<file path="src/rtl/rf_writeback_queue_if.sv">
// ---------------------------------------------------------------------------
// rf_writeback_queue_if
// Purpose : bundles the two producer handshakes (memory/load path and ALU
//           path) together with the register-file write port driven by
//           rf_writeback_queue.
// Signals :
//   mem_valid/mem_ready/mem_rd/mem_data  memory/load writeback handshake
//   alu_valid/alu_ready/alu_rd/alu_data  ALU writeback handshake
//   wEn/addrD/dataD                      register-file write port
// Modports:
//   slave  - the queue's view (accepts writebacks, drives the write port)
//   master - the producers'/register file's view
// ---------------------------------------------------------------------------
interface rf_writeback_queue_if #(
    parameter int AW = 5,
    parameter int DW = 32
);
    logic          mem_valid;
    logic          mem_ready;
    logic [AW-1:0] mem_rd;
    logic [DW-1:0] mem_data;
    logic          alu_valid;
    logic          alu_ready;
    logic [AW-1:0] alu_rd;
    logic [DW-1:0] alu_data;
    logic          wEn;
    logic [AW-1:0] addrD;
    logic [DW-1:0] dataD;

    modport slave (
        input  mem_valid, mem_rd, mem_data,
        input  alu_valid, alu_rd, alu_data,
        output mem_ready, alu_ready,
        output wEn, addrD, dataD
    );

    modport master (
        output mem_valid, mem_rd, mem_data,
        output alu_valid, alu_rd, alu_data,
        input  mem_ready, alu_ready,
        input  wEn, addrD, dataD
    );
endinterface

</file>
<file path="src/rtl/rf_writeback_queue.sv">
// ---------------------------------------------------------------------------
// rf_writeback_queue
// Purpose : in-order writeback queue in front of the 32x32 register file.
//           Accepts up to two writebacks per cycle (mem entry first, it is
//           the older instruction), drains one per cycle onto the registered
//           write port, and reports pending writes to decode.
// Ports   :
//   clk, reset        clock; synchronous active-low reset
//   bus (slave)       producer handshakes + register-file write port
//   chk_a, chk_b      source register addresses being decoded
//   hazard_a/b        a write to chk_x is still pending
//   fwd_a/b_valid     forwarded data for chk_x is valid
//   fwd_a/b_data      forwarded data for chk_x
//   count, full, empty  queue occupancy
// Build option:
//   RF_WB_FORWARD_EN  when defined, pending writes are forwarded to decode
//                     (youngest match wins) and the matching hazard is
//                     suppressed; otherwise forwarding outputs are tied to 0.
// ---------------------------------------------------------------------------
module rf_writeback_queue #(
    parameter int DEPTH = 4,
    parameter int AW    = 5,
    parameter int DW    = 32
) (
    input  logic                   clk,
    input  logic                   reset,
    rf_writeback_queue_if.slave    bus,
    input  logic [AW-1:0]          chk_a,
    input  logic [AW-1:0]          chk_b,
    output logic                   hazard_a,
    output logic                   hazard_b,
    output logic                   fwd_a_valid,
    output logic [DW-1:0]          fwd_a_data,
    output logic                   fwd_b_valid,
    output logic [DW-1:0]          fwd_b_data,
    output logic [$clog2(DEPTH):0] count,
    output logic                   full,
    output logic                   empty
);
    localparam int PW = $clog2(DEPTH);
    localparam int CW = PW + 1;

    // Entry storage (no reset needed: occupancy is tracked by r_count)
    logic [AW-1:0] r_rd   [DEPTH];
    logic [DW-1:0] r_data [DEPTH];

    logic [PW-1:0] r_rd_ptr;
    logic [PW-1:0] r_wr_ptr;
    logic [CW-1:0] r_count;
    logic          r_wen;
    logic [AW-1:0] r_addr;
    logic [DW-1:0] r_dat;

    logic [CW-1:0] w_free;
    logic          w_mem_ready;
    logic          w_alu_ready;
    logic          w_mem_push;
    logic          w_alu_push;
    logic          w_pop;
    logic [PW-1:0] w_alu_slot;
    logic [CW-1:0] w_count_next;

    // Space is judged on the count at the start of the cycle; a pop in the
    // same cycle does not free a slot for this cycle's producers.
    assign w_free      = CW'(DEPTH) - r_count;
    assign w_mem_ready = (w_free != '0);
    // The ALU writeback is younger, so it only gets the last free slot when
    // the memory path is not competing for it.
    assign w_alu_ready = (w_free >= CW'(2)) || ((w_free != '0) && !bus.mem_valid);

    // Writes to x0 complete the handshake but never occupy a slot.
    assign w_mem_push = bus.mem_valid && w_mem_ready && (bus.mem_rd != '0);
    assign w_alu_push = bus.alu_valid && w_alu_ready && (bus.alu_rd != '0);
    assign w_pop      = (r_count != '0);

    // ALU entry lands behind the mem entry when both are pushed together.
    assign w_alu_slot   = r_wr_ptr + PW'(w_mem_push);
    assign w_count_next = r_count + CW'(w_mem_push) + CW'(w_alu_push) - CW'(w_pop);

    always_ff @(posedge clk) begin
        if (w_mem_push) begin
            r_rd[r_wr_ptr]   <= bus.mem_rd;
            r_data[r_wr_ptr] <= bus.mem_data;
        end
        if (w_alu_push) begin
            r_rd[w_alu_slot]   <= bus.alu_rd;
            r_data[w_alu_slot] <= bus.alu_data;
        end
    end

    always_ff @(posedge clk) begin
        if (!reset) begin
            r_rd_ptr <= '0;
            r_wr_ptr <= '0;
            r_count  <= '0;
            r_wen    <= 1'b0;
            r_addr   <= '0;
            r_dat    <= '0;
        end else begin
            r_wr_ptr <= r_wr_ptr + PW'(w_mem_push) + PW'(w_alu_push);
            r_count  <= w_count_next;
            if (w_pop) begin
                r_rd_ptr <= r_rd_ptr + PW'(1);
                r_wen    <= 1'b1;
                r_addr   <= r_rd[r_rd_ptr];
                r_dat    <= r_data[r_rd_ptr];
            end else begin
                r_wen    <= 1'b0;
            end
        end
    end

    // Per-entry occupancy and address match: an entry is live when its age
    // (distance from the read pointer) is below the current count.
    logic [DEPTH-1:0] w_match_a;
    logic [DEPTH-1:0] w_match_b;

    generate
        for (genvar gi = 0; gi < DEPTH; gi++) begin : g_match
            logic [PW-1:0] w_age;
            logic          w_occ;
            assign w_age          = PW'(gi) - r_rd_ptr;
            assign w_occ          = (CW'(w_age) < r_count);
            assign w_match_a[gi]  = w_occ && (r_rd[gi] == chk_a);
            assign w_match_b[gi]  = w_occ && (r_rd[gi] == chk_b);
        end
    endgenerate

    // The output stage still counts as pending: the register file only
    // commits it on the falling edge of the cycle it is presented.
    logic w_hit_a;
    logic w_hit_b;
    assign w_hit_a = (chk_a != '0) && ((|w_match_a) || (r_wen && (r_addr == chk_a)));
    assign w_hit_b = (chk_b != '0) && ((|w_match_b) || (r_wen && (r_addr == chk_b)));

`ifdef RF_WB_FORWARD_EN
    logic [PW-1:0] v_idx;

    // Lowest priority first (output stage), then queue entries oldest to
    // youngest, so the youngest matching write overrides everything else.
    always_comb begin
        fwd_a_data = '0;
        fwd_b_data = '0;
        v_idx      = '0;
        if (r_wen && (r_addr == chk_a)) fwd_a_data = r_dat;
        if (r_wen && (r_addr == chk_b)) fwd_b_data = r_dat;
        for (int k = 0; k < DEPTH; k++) begin
            v_idx = r_rd_ptr + PW'(k);
            if (CW'(k) < r_count) begin
                if (r_rd[v_idx] == chk_a) fwd_a_data = r_data[v_idx];
                if (r_rd[v_idx] == chk_b) fwd_b_data = r_data[v_idx];
            end
        end
    end

    assign fwd_a_valid = w_hit_a;
    assign fwd_b_valid = w_hit_b;
    // A forwarded operand never stalls decode.
    assign hazard_a    = w_hit_a && !fwd_a_valid;
    assign hazard_b    = w_hit_b && !fwd_b_valid;
`else
    assign fwd_a_valid = 1'b0;
    assign fwd_b_valid = 1'b0;
    assign fwd_a_data  = '0;
    assign fwd_b_data  = '0;
    assign hazard_a    = w_hit_a;
    assign hazard_b    = w_hit_b;
`endif

    assign bus.mem_ready = w_mem_ready;
    assign bus.alu_ready = w_alu_ready;
    assign bus.wEn       = r_wen;
    assign bus.addrD     = r_addr;
    assign bus.dataD     = r_dat;

    assign count = r_count;
    assign full  = (r_count == CW'(DEPTH));
    assign empty = (r_count == '0);
endmodule

</file>
<file path="src/flat_wrapper.sv">
// flat-port wrapper written by rule: the top's interface ports become plain ports
module rf_writeback_queue_flat 
#(
    parameter int DEPTH = 4,
    parameter int AW    = 5,
    parameter int DW    = 32
)
  (clk, reset, chk_a, chk_b, hazard_a, hazard_b, fwd_a_valid, fwd_a_data, fwd_b_valid, fwd_b_data, count, full, empty, bus_mem_valid, bus_mem_rd, bus_mem_data, bus_alu_valid, bus_alu_rd, bus_alu_data, bus_mem_ready, bus_alu_ready, bus_wEn, bus_addrD, bus_dataD);
  rf_writeback_queue_if #(.AW(AW), .DW(DW)) bus_i ();
  input  logic clk;
  input  logic reset;
  input  logic [AW-1:0] chk_a;
  input  logic [AW-1:0] chk_b;
  output logic hazard_a;
  output logic hazard_b;
  output logic fwd_a_valid;
  output logic [DW-1:0] fwd_a_data;
  output logic fwd_b_valid;
  output logic [DW-1:0] fwd_b_data;
  output logic [$clog2(DEPTH):0] count;
  output logic full;
  output logic empty;
  input wire logic [$bits(bus_i.mem_valid)-1:0] bus_mem_valid;
  input wire logic [$bits(bus_i.mem_rd)-1:0] bus_mem_rd;
  input wire logic [$bits(bus_i.mem_data)-1:0] bus_mem_data;
  input wire logic [$bits(bus_i.alu_valid)-1:0] bus_alu_valid;
  input wire logic [$bits(bus_i.alu_rd)-1:0] bus_alu_rd;
  input wire logic [$bits(bus_i.alu_data)-1:0] bus_alu_data;
  output wire logic [$bits(bus_i.mem_ready)-1:0] bus_mem_ready;
  output wire logic [$bits(bus_i.alu_ready)-1:0] bus_alu_ready;
  output wire logic [$bits(bus_i.wEn)-1:0] bus_wEn;
  output wire logic [$bits(bus_i.addrD)-1:0] bus_addrD;
  output wire logic [$bits(bus_i.dataD)-1:0] bus_dataD;
  assign bus_i.mem_valid = bus_mem_valid;
  assign bus_i.mem_rd = bus_mem_rd;
  assign bus_i.mem_data = bus_mem_data;
  assign bus_i.alu_valid = bus_alu_valid;
  assign bus_i.alu_rd = bus_alu_rd;
  assign bus_i.alu_data = bus_alu_data;
  assign bus_mem_ready = bus_i.mem_ready;
  assign bus_alu_ready = bus_i.alu_ready;
  assign bus_wEn = bus_i.wEn;
  assign bus_addrD = bus_i.addrD;
  assign bus_dataD = bus_i.dataD;
  rf_writeback_queue #(.DEPTH(DEPTH), .AW(AW), .DW(DW)) u_core (.clk(clk), .reset(reset), .bus(bus_i), .chk_a(chk_a), .chk_b(chk_b), .hazard_a(hazard_a), .hazard_b(hazard_b), .fwd_a_valid(fwd_a_valid), .fwd_a_data(fwd_a_data), .fwd_b_valid(fwd_b_valid), .fwd_b_data(fwd_b_data), .count(count), .full(full), .empty(empty));
endmodule
</file>
<file path="config.mk">
export PLATFORM = sky130hd
export DESIGN_NAME = rf_writeback_queue_flat
export DESIGN_NICKNAME = d
export VERILOG_FILES = /design/src/rtl/rf_writeback_queue_if.sv /design/src/rtl/rf_writeback_queue.sv /design/src/flat_wrapper.sv
export SDC_FILE = /design/constraint.sdc
export NUM_CORES = 1
export LEC_CHECK = 0
export BUFFER_PORTS_ARGS = -buffer_cell sky130_fd_sc_hd__buf_2
export CORE_MARGIN = 5
export CORE_UTILIZATION = 36
export CTS_CLUSTER_DIAMETER = 150
export DETAILED_ROUTE_END_ITERATION = 10
export PLACE_DENSITY = 0.56
export SKIP_CTS_REPAIR_TIMING = 1
export SLEW_MARGIN = 20
export SYNTH_ARGS = -nofsm -noshare
export SYNTH_HDL_FRONTEND = slang
export SYNTH_SLANG_ARGS = --single-unit
</file>
<file path="constraint.sdc">
create_clock -name clk -period 5.4 [get_ports clk]
set_input_delay 1.08 -clock clk [delete_from_list [all_inputs] [get_ports clk]]
set_output_delay 1.08 -clock clk [all_outputs]
set_load 0.02 [all_outputs]
</file>
==> out/metrics.cfg, run 1 <==
[detailed_routing]
num_vias=6057
viasPerCell=4.800
drc=0
wl_per_cell_um=19.79
dr.pass1.iters=4
ant_nets=0
drtIter0Drc=302
routed_wl_um=24980

[power_and_ir_drop]
vdd_drop_max_mv=0.2892
comb_power_share_pct=42.4
switchingPower_mw=2.491
switching_share_pct=37.33
cellPowerDensity_nw_per_um2=572.9
internal_power_mw=4.182
p_seq_share_pct=39.9
cellLeakagePower_nw=4.298
clkPwrFrac_pct=17.7

[min_path]
holdPathStages=2
min_from=u_core.bus.dataD[28]$_SDFFE_PN0N_
min_to=u_core.bus.dataD[28]$_SDFFE_PN0N_
hold_class=register to register

[sta]
rsz0062_at_grt=false
post-route-period-util_pct=74.20
hold_ws_ns=0.4732
layout_min_cycle_time_ns=4.007
setup_slack_ns=1.393
worst_pin_slew_ns=0.8978
clock_skew_ns=0.01512
slew_viol_final=0
setup_viol=0
relSlewSlack_pct=40.06
fin_tns_setup_ns=0
hold_violations=0
max_freq_ghz=0.2496

[grt]
grt_max_degree=46
grt_usage_pct=15.31
grt_pass1_wl_um=38320
grt_overflow=0
antenna_found_initial=4
grt_pass1_vias=6441

[floorplanning]
dieWidth_um=179.4
initial_utilization_pct=36.21
die_h_um=179.4
io_pins=201
rows=62
fp.coreArea_sq_um=28550
die-area_sq_um=32200

[logic_synthesis]
synth_edf_count=148
syn_area_per_cell_sq_um=13.80
synthFlopType=edfxtp_1
ys_ff_latch=193
netlist_instances=749
async_flop_share_pct=0
yosysSeqAreaShare_pct=51.71
synth_area_sq_um=10340
ys_warn_count=0
synth_cell_types=37

[critical_path]
worstPathCellList=inv_1, ha_1, a21boi_0, o21a_1, or4_1, nand3_1, o22a_1, buf_2
r2r_start=u_core.count[1]$_SDFF_PN0_
reg2regPathDepth=12
path_max_fanout=20
cp-start-kind=register
critical_path_class=register to primary output
crit_slowest_cell=dfxtp_2
slowest_delay_ns=0.73
r2r_end=u_core.r_data[1][17]$_DFFE_PP_
crit_start=u_core.r_rd_ptr[1]$_SDFFE_PN0N_
crit_required_ns=4.32
end_kind=primary output
crit_arrival_ns=2.93
r2r_slack_ns=1.66

[clock_network]
clk_root_buffer_cell=clkbuf_16
cts_tree=done
clkLatencyLatePin_ns=0.43
cts_buffers=17
clk_pin_slew_ns=0.07
clock-sinks=193
clock_path_buffers=2
h-tree-depth=4

[placement]
hpwlAfterDp_um=16390
postPlaceCellArea_sq_um=11110
place_congestion=0.7889
numPortBuffers=134
post-place-ws_ns=1.111

[layout]
fillers=2710
final_util_pct=40.80
drive_gt1_share_pct=42.58
area_growth_pct=12.69
final_area_sq_um=11650
nNetsFinal=967

[outcome]
status=complete, no violations

[run]
cap_violations=0

==> state kept, by name (all words and copies together), names as in the netlist <==
register and flops:
u_core.r_wr_ptr 2, u_core.count 3, u_core.bus.addrD 5, u_core.bus.dataD 32, u_core.bus.wEn 1, u_core.r_rd_ptr 2
u_core.r_rd 20, u_core.r_data 128
==> stage by stage <==
step	std cells	power (mW)
3_3_place_gp	1230	5.577
5_1_grt	1261	7.114
3_5_place_dp	1230	5.597
2_1_floorplan	814	4.716
4_1_cts	1260	6.798
6_report	1262	6.673
==> synthesized netlist by cell type (2+ instances only) <==
library cell / number / area share (%)
edfxtp_1: 148 / 43
mux2_2: 144 / 16
nand2_1: 76 / 2.8
buf_4: 66 / 4.8
dfxtp_1: 45 / 8.7
a21boi_0: 38 / 2.8
mux4_2: 37 / 8.1
xor2_1: 34 / 2.9
clkbuf_1: 28 / 1.0
xnor2_1: 23 / 1.9
buf_6: 12 / 1.3
ha_1: 12 / 1.5
inv_1: 11 / 0.40
buf_2: 8 / 0.39
nand3_1: 8 / 0.39
nor3_1: 7 / 0.34
or4_1: 7 / 0.51
o211ai_1: 6 / 0.44
and2_1: 5 / 0.30
nor2_1: 5 / 0.18
mux2_4: 4 / 0.58
a21oi_1: 3 / 0.15
nor2b_1: 3 / 0.18
fa_1: 2 / 0.39
nor4_1: 2 / 0.12
o21a_1: 2 / 0.15
o22a_1: 2 / 0.17
o41ai_1: 2 / 0.17
==> worst max-delay path, delay by kind of cell (launching register included) <==
family	cells	cell delay, ns
simple gates	2	0.62
buf+inv	2	0.33
fa+ha+maj	1	0.32
flops	1	0.73
compound gates	3	0.50
==> per-layer routing <==
metal,part of all wire (%),routed length [um],global-route usage [%],up-vias
met3,4.8,1195,3.234,28
met5,0.16,41,0,-
met4,1.1,272,3.810,6
met2,48,12070,26.21,176
met1,46,11400,19.94,2997
li1,-,-,-,2850
==> cell usage in the layout (no fill, tap or decap), types with 18 or more instances in the layout <==
| master | synthesis | layout |
|---|---|---|
| a21boi_0 | 38 | 38 |
| buf_2 | 8 | 134 |
| clkbuf_16 | 0 | 18 |
| conb_1 | 1 | 66 |
| dfxtp_1 | 45 | 43 |
| edfxtp_1 | 148 | 148 |
| mux2_2 | 144 | 144 |
| mux4_2 | 37 | 37 |
| nand2_1 | 76 | 76 |
| xnor2_1 | 23 | 23 |
| xor2_1 | 34 | 34 |
==> kinds of logic after synthesis <==
logic type | after synthesis | share of synthesized area [%]
simple gates | 117 | 5.084
compound gates | 57 | 4.261
flops | 193 | 51.71
other cells | 1 | 0.03628
buf+inv | 125 | 7.905
xor+xnor | 57 | 4.830
mux | 185 | 24.33
fa+ha+maj | 14 | 1.840
==> power groups by stage <==
stage	Sequential (mW)	Combinational, mW	Clock (mW)
finish	2.66	2.83	1.18
global route	2.73	3.11	1.28
CTS	2.68	2.91	1.21
detailed placement	2.71	2.89	0
global placement	2.70	2.88	0
floorplan	2.75	1.97	0
==> how the worst max path moves through the flow <==
stage	endpoint	slack, ns
floorplan	u_core.r_data[2][0]$_DFFE_PP_	1.12
global placement	u_core.r_data[1][15]$_DFFE_PP_	1.16
detailed placement	u_core.r_data[1][15]$_DFFE_PP_	1.11
CTS	hazard_a	1.34
global route	hazard_b	1.21
finish	hazard_a	1.39
==> area by class of cell <==
class | count | area (sq um) | area share (%)
flip-flops and latches | 193 | 5350 | 45.93
multi-input cells | 496 | 4453 | 38.23
repair buffers | 146 | 785.8 | 6.746
well taps | 384 | 480.5 | 4.125
clock buffers | 21 | 471.7 | 4.050
clock inverters | 9 | 60.06 | 0.5156
inverters | 11 | 41.29 | 0.3545
diodes | 2 | 5.005 | 0.04297
No activity file was read; power rests on OpenSTA's default activity.
==> run 2: changes to the inputs <==
--- a/config.mk
+++ b/config.mk
@@ -5,6 +5,7 @@
 export SDC_FILE = /design/constraint.sdc
 export NUM_CORES = 1
 export LEC_CHECK = 0
+export ABC_AREA = 1
 export BUFFER_PORTS_ARGS = -buffer_cell sky130_fd_sc_hd__buf_2
 export CORE_MARGIN = 5
 export CORE_UTILIZATION = 36
==> constraint.sdc (replaced) <==
create_clock -name clk -period 3.8 [get_ports clk]
set_input_delay 0.76 -clock clk [delete_from_list [all_inputs] [get_ports clk]]
set_output_delay 0.76 -clock clk [all_outputs]
set_load 0.02 [all_outputs]
==> out/metrics.cfg, run 2 <==
[placement]
post-place-ws_ns=0.3709
hpwlAfterDp_um=18420
dp.cells=1572
place_congestion=0.8556
numPortBuffers=134

[sta]
layout_min_cycle_time_ns=3.427
setup_slack_ns=0.3728
post-route-period-util_pct=90.19
worst_pin_slew_ns=0.8878
slew_viol_final=0
clock_skew_ns=0.02315
hold_violations=0
fin_tns_setup_ns=0
rsz0062_at_grt=false
hold_ws_ns=0.5401
setup_viol=0
relSlewSlack_pct=40.81
max_freq_ghz=0.2918

[floorplanning]
fp.coreArea_sq_um=28010
io_pins=201
rows=61
initial_utilization_pct=36.66
die_h_um=178.9
dieWidth_um=178.9
die-area_sq_um=32000

[layout]
fin_cells=1605
final_util_pct=41.28
regMostFlops=u_core.r_data
nNetsFinal=1315
largest_reg_flops=128
mostFrequentLayoutCell=nand2_1
area_growth_pct=12.60
mostFrequentLayoutCells=nand2_1, edfxtp_1, buf_2
drive_gt1_share_pct=18.03

[min_path]
min_from=u_core.r_data[3][2]$_DFFE_PP_
hold_class=register to register
min_to=u_core.bus.dataD[2]$_SDFFE_PN0N_
holdPathStages=2

[detailed_routing]
wl_per_cell_um=17.66
dr.pass1.iters=6
num_vias=7906
ant_nets=0
viasPerCell=4.926
drc=0
drtIter0Drc=506
routed_wl_um=28340

[critical_path]
reg2regPathDepth=12
cp-start-kind=register
r2r_start=u_core.count[1]$_SDFF_PN0_
crit_arrival_ns=2.67
r2r_end=u_core.r_data[1][20]$_DFFE_PP_
crit_required_ns=3.04
end_kind=primary output
critical_path_class=register to primary output
path_max_fanout=14
r2r_slack_ns=0.38

[logic_synthesis]
synth.largest_area_cell=edfxtp_1
ys_warn_count=0
synthTopCellsByCount=nand2_1, edfxtp_1, o21ai_0
synth_cell_types=36
syn_area_per_cell_sq_um=9.218
netlist_instances=1114
synth_top_area_share_pct=43.28
synth.most_common_cell=nand2_1
synthFlopType=edfxtp_1
yosysSeqAreaShare_pct=52.05
synthTopCellsByArea=edfxtp_1, nand2_1, dfxtp_1
async_flop_share_pct=0
synth_edf_count=148
synth_area_sq_um=10270
ys_ff_latch=193

[grt]
grt_pass1_vias=7594
grt_max_degree=74
grt_overflow=0
grt_usage_pct=17.46
grt_pass1_wl_um=42970
antenna_found_initial=3

[clock_network]
clkLatencyLatePin_ns=0.44
cts_tree=done
h-tree-depth=4
clock_path_buffers=2
clock-sinks=193
clk_pin_slew_ns=0.07
clk_root_buffer_cell=clkbuf_16
cts_buffers=17

[outcome]
status=complete, no violations

[power_and_ir_drop]
cellLeakagePower_nw=4.974
vdd_drop_max_mv=0.4165
cellPowerDensity_nw_per_um2=819.8

[run]
cap_violations=0

run 2: logic make-up (layout without fill, tap and decap cells):
group	Yosys count	count (layout)	share of synthesized area [%]
xor+xnor	29	29	2.547
simple gates	353	353	13.85
compound gates	308	308	17.39
flops	193	193	52.05
fa+ha+maj	14	14	1.852
buf+inv	216	263	12.27
other cells	1	67	0.03652
run 2: how the worst max path moves through the flow:
stage / end / cells after the start / slack [ns] / start
2_1_floorplan: u_core.r_data[3][0]$_DFFE_PP_ / 14 / 0.38 / u_core.count[1]$_SDFF_PN0_
3_3_place_gp: u_core.r_data[1][23]$_DFFE_PP_ / 10 / 0.44 / bus_mem_rd[2]
3_5_place_dp: u_core.r_data[1][23]$_DFFE_PP_ / 12 / 0.37 / u_core.count[1]$_SDFF_PN0_
4_1_cts: hazard_a / 11 / 0.31 / u_core.r_rd_ptr[1]$_SDFFE_PN0N_
5_1_grt: hazard_b / 11 / 0.05 / u_core.r_rd_ptr[1]$_SDFFE_PN0N_
6_report: hazard_a / 11 / 0.37 / u_core.r_rd_ptr[1]$_SDFFE_PN0N_
run 2: per-stage QoR:
step | cell area, sq um | total power, mW
floorplan | 10530 | 6.525
global placement | 10970 | 7.704
detailed placement | 10970 | 7.778
CTS | 11560 | 9.596
global route | 11560 | 10.15
finish | 11560 | 9.479
run 2: layout make-up:
class,count,area (sq um)
Fill cell,2803,16450
Sequential cell,193,5348
Multi-Input combinational cell,770,3988
Timing Repair Buffer,152,868.3
Tap cell,378,473.0
Clock buffer,19,442.9
Inverter,79,296.5
Clock inverter,13,143.9
Antenna cell,1,2.502
run 2: per-layer routing:
| layer | part of all wire (%) | GRT usage, % | up-vias |
|---|---|---|---|
| met3 | 5.8 | 2.995 | 36 |
| met2 | 48 | 28.92 | 260 |
| li1 | - | - | 3898 |
| met1 | 45 | 23.59 | 3708 |
| met5 | 0.074 | 0 | - |
| met4 | 1.3 | 5.021 | 4 |
run 2: critical path, stage by stage (launching register included):
cell and delay [ns]:
dfxtp_2 0.33, inv_2 0.27, nand2_1 0.23, nand2_1 0.18, ha_1 0.24, a21boi_0 0.12
o21ai_0 0.35, nand3_1 0.15, nand3_1 0.10, nor2_1 0.05, nor2_1 0.07, buf_2 0.16
run 2: power breakdown:
| part | switching, mW | internal [mW] | leakage, nW | total (mW) |
|---|---|---|---|---|
| logic | 2.80 | 1.24 | 2.95 | 4.03 |
| clock network | 0.863 | 0.946 | 0.277 | 1.81 |
| registers | 0.325 | 3.31 | 1.75 | 3.64 |
| total | 3.98 | 5.49 | 4.97 | 9.48 |
==> run 3: changes to the inputs <==
--- a/config.mk
+++ b/config.mk
@@ -11,7 +11,7 @@
 export CORE_UTILIZATION = 36
 export CTS_CLUSTER_DIAMETER = 150
 export DETAILED_ROUTE_END_ITERATION = 10
-export PLACE_DENSITY = 0.56
+export PLACE_DENSITY = 0.58
 export SKIP_CTS_REPAIR_TIMING = 1
 export SLEW_MARGIN = 20
 export SYNTH_ARGS = -nofsm -noshare
==> constraint.sdc (replaced) <==
create_clock -name clk -period 3 [get_ports clk]
set_input_delay 0.6 -clock clk [delete_from_list [all_inputs] [get_ports clk]]
set_output_delay 0.6 -clock clk [all_outputs]
set_load 0.02 [all_outputs]
==> out/metrics.cfg, run 3 (same netlist as run 2, synthesis figures left out) <==
[layout]
final_util_pct=42.23
regMostFlops=u_core.r_data
largest_reg_flops=128
mostFrequentLayoutCells=nand2_1, edfxtp_1, buf_2
area_growth_pct=15.21
nNetsFinal=1333
antenna_cells=0
final_area_sq_um=11830
mostFrequentLayoutCell=nand2_1
drive_gt1_share_pct=19.45

[clock_network]
h-tree-depth=4
cts_buffers=17
clock_path_buffers=2
cts_tree=done
clock-sinks=193
clk_root_buffer_cell=clkbuf_16
clkLatencyLatePin_ns=0.43
clk_pin_slew_ns=0.07

[detailed_routing]
viasPerCell=4.971
dr.pass1.iters=5
ant_nets=0
drc=0
num_vias=8063
wl_per_cell_um=18.09
drtIter0Drc=672
routed_wl_um=29340

[placement]
place_congestion=0.8328
hpwlAfterDp_um=19140
post-place-ws_ns=0.08194
numPortBuffers=134
postPlaceCellArea_sq_um=11140

[critical_path]
r2r_end=u_core.r_data[0][9]$_DFFE_PP_
critical_path_class=register to primary output
path_max_fanout=5
crit_arrival_ns=2.24
crit_required_ns=2.40
reg2regPathDepth=12
crit_start=u_core.r_rd_ptr[1]$_SDFFE_PN0N_
cp-start-kind=register
crit_end=hazard_a
r2r_start=u_core.count[0]$_SDFF_PN0_
r2r_slack_ns=0.21
end_kind=primary output

[grt]
grt_max_degree=74
antenna_found_initial=3
grt_pass1_vias=7604
grt_overflow=0
grt_pass1_wl_um=43890
grt_usage_pct=17.89

[sta]
worst_pin_slew_ns=0.9060
clock_skew_ns=0.01324
layout_min_cycle_time_ns=2.837
slew_viol_final=0
hold_violations=0
relSlewSlack_pct=39.51
rsz0062_at_grt=true
setup_viol=0
post-route-period-util_pct=94.56
max_freq_ghz=0.3525
fin_tns_setup_ns=0
setup_slack_ns=0.1633

[power_and_ir_drop]
vdd_drop_max_mv=0.6087
cellPowerDensity_nw_per_um2=1050
cellLeakagePower_nw=5.116

[floorplanning]
rows=61
die-area_sq_um=32000
die_h_um=178.9
io_pins=201
fp.coreArea_sq_um=28010
initial_utilization_pct=36.66
dieWidth_um=178.9

[min_path]
min_from=bus_mem_data[13]
hold_class=input pin to register

[run]
cap_violations=0

[outcome]
status=complete, no violations

-- run 3: worst min-delay path by stage --
stage | endpoint | slack (ns) | cells after the start
floorplan | u_core.bus.dataD[0]$_SDFFE_PN0N_ | 0.50 | 2
global placement | u_core.bus.dataD[0]$_SDFFE_PN0N_ | 0.51 | 2
detailed placement | u_core.bus.dataD[1]$_SDFFE_PN0N_ | 0.52 | 2
CTS | u_core.r_data[2][13]$_DFFE_PP_ | 0.48 | 3
global route | u_core.r_data[1][11]$_DFFE_PP_ | 0.49 | 3
finish | u_core.r_data[2][13]$_DFFE_PP_ | 0.49 | 3
-- run 3: area by class of cell --
| class | instances | area [sq um] |
|---|---|---|
| clock buffers | 20 | 436.7 |
| clock inverters | 12 | 181.4 |
| fillers | 2733 | 16180 |
| inverters | 79 | 296.5 |
| multi-input cells | 770 | 4004 |
| flip-flops and latches | 193 | 5353 |
| well taps | 378 | 473.0 |
| repair buffers | 170 | 1086 |
-- run 3: metal layers --
metal  GRT usage, %  share of wire, %
met1          23.76                43
met2          30.41                50
met3          3.458               5.8
met4          3.870               1.0
met5              0              0.14
-- run 3: through the flow --
step,hold WS (ns),cells,power (mW)
floorplan,0.4972,1179,8.298
global placement,0.5103,1587,9.905
detailed placement,0.5179,1587,10.01
CTS,0.4770,1619,12.44
global route,0.4851,1622,13.25
finish,0.4916,1622,12.43
-- run 3: worst max-delay path, cell delays in order, from the launching register on --
cell	delay (ns)
dfxtp_2	0.33
inv_2	0.06
nand2_2	0.13
nand2_1	0.12
ha_1	0.28
a21boi_0	0.13
o21ai_1	0.27
nand3_1	0.12
nand3_1	0.08
nor2_1	0.05
nor2_1	0.08
buf_2	0.17
-- run 3: where the power goes --
part / switching [mW] / internal [mW] / leakage (nW) / total, mW
combinational: 3.63 / 1.77 / 3.07 / 5.40
clock: 1.02 / 1.41 / 0.300 / 2.43
sequential: 0.405 / 4.19 / 1.75 / 4.60
total: 5.06 / 7.37 / 5.12 / 12.4
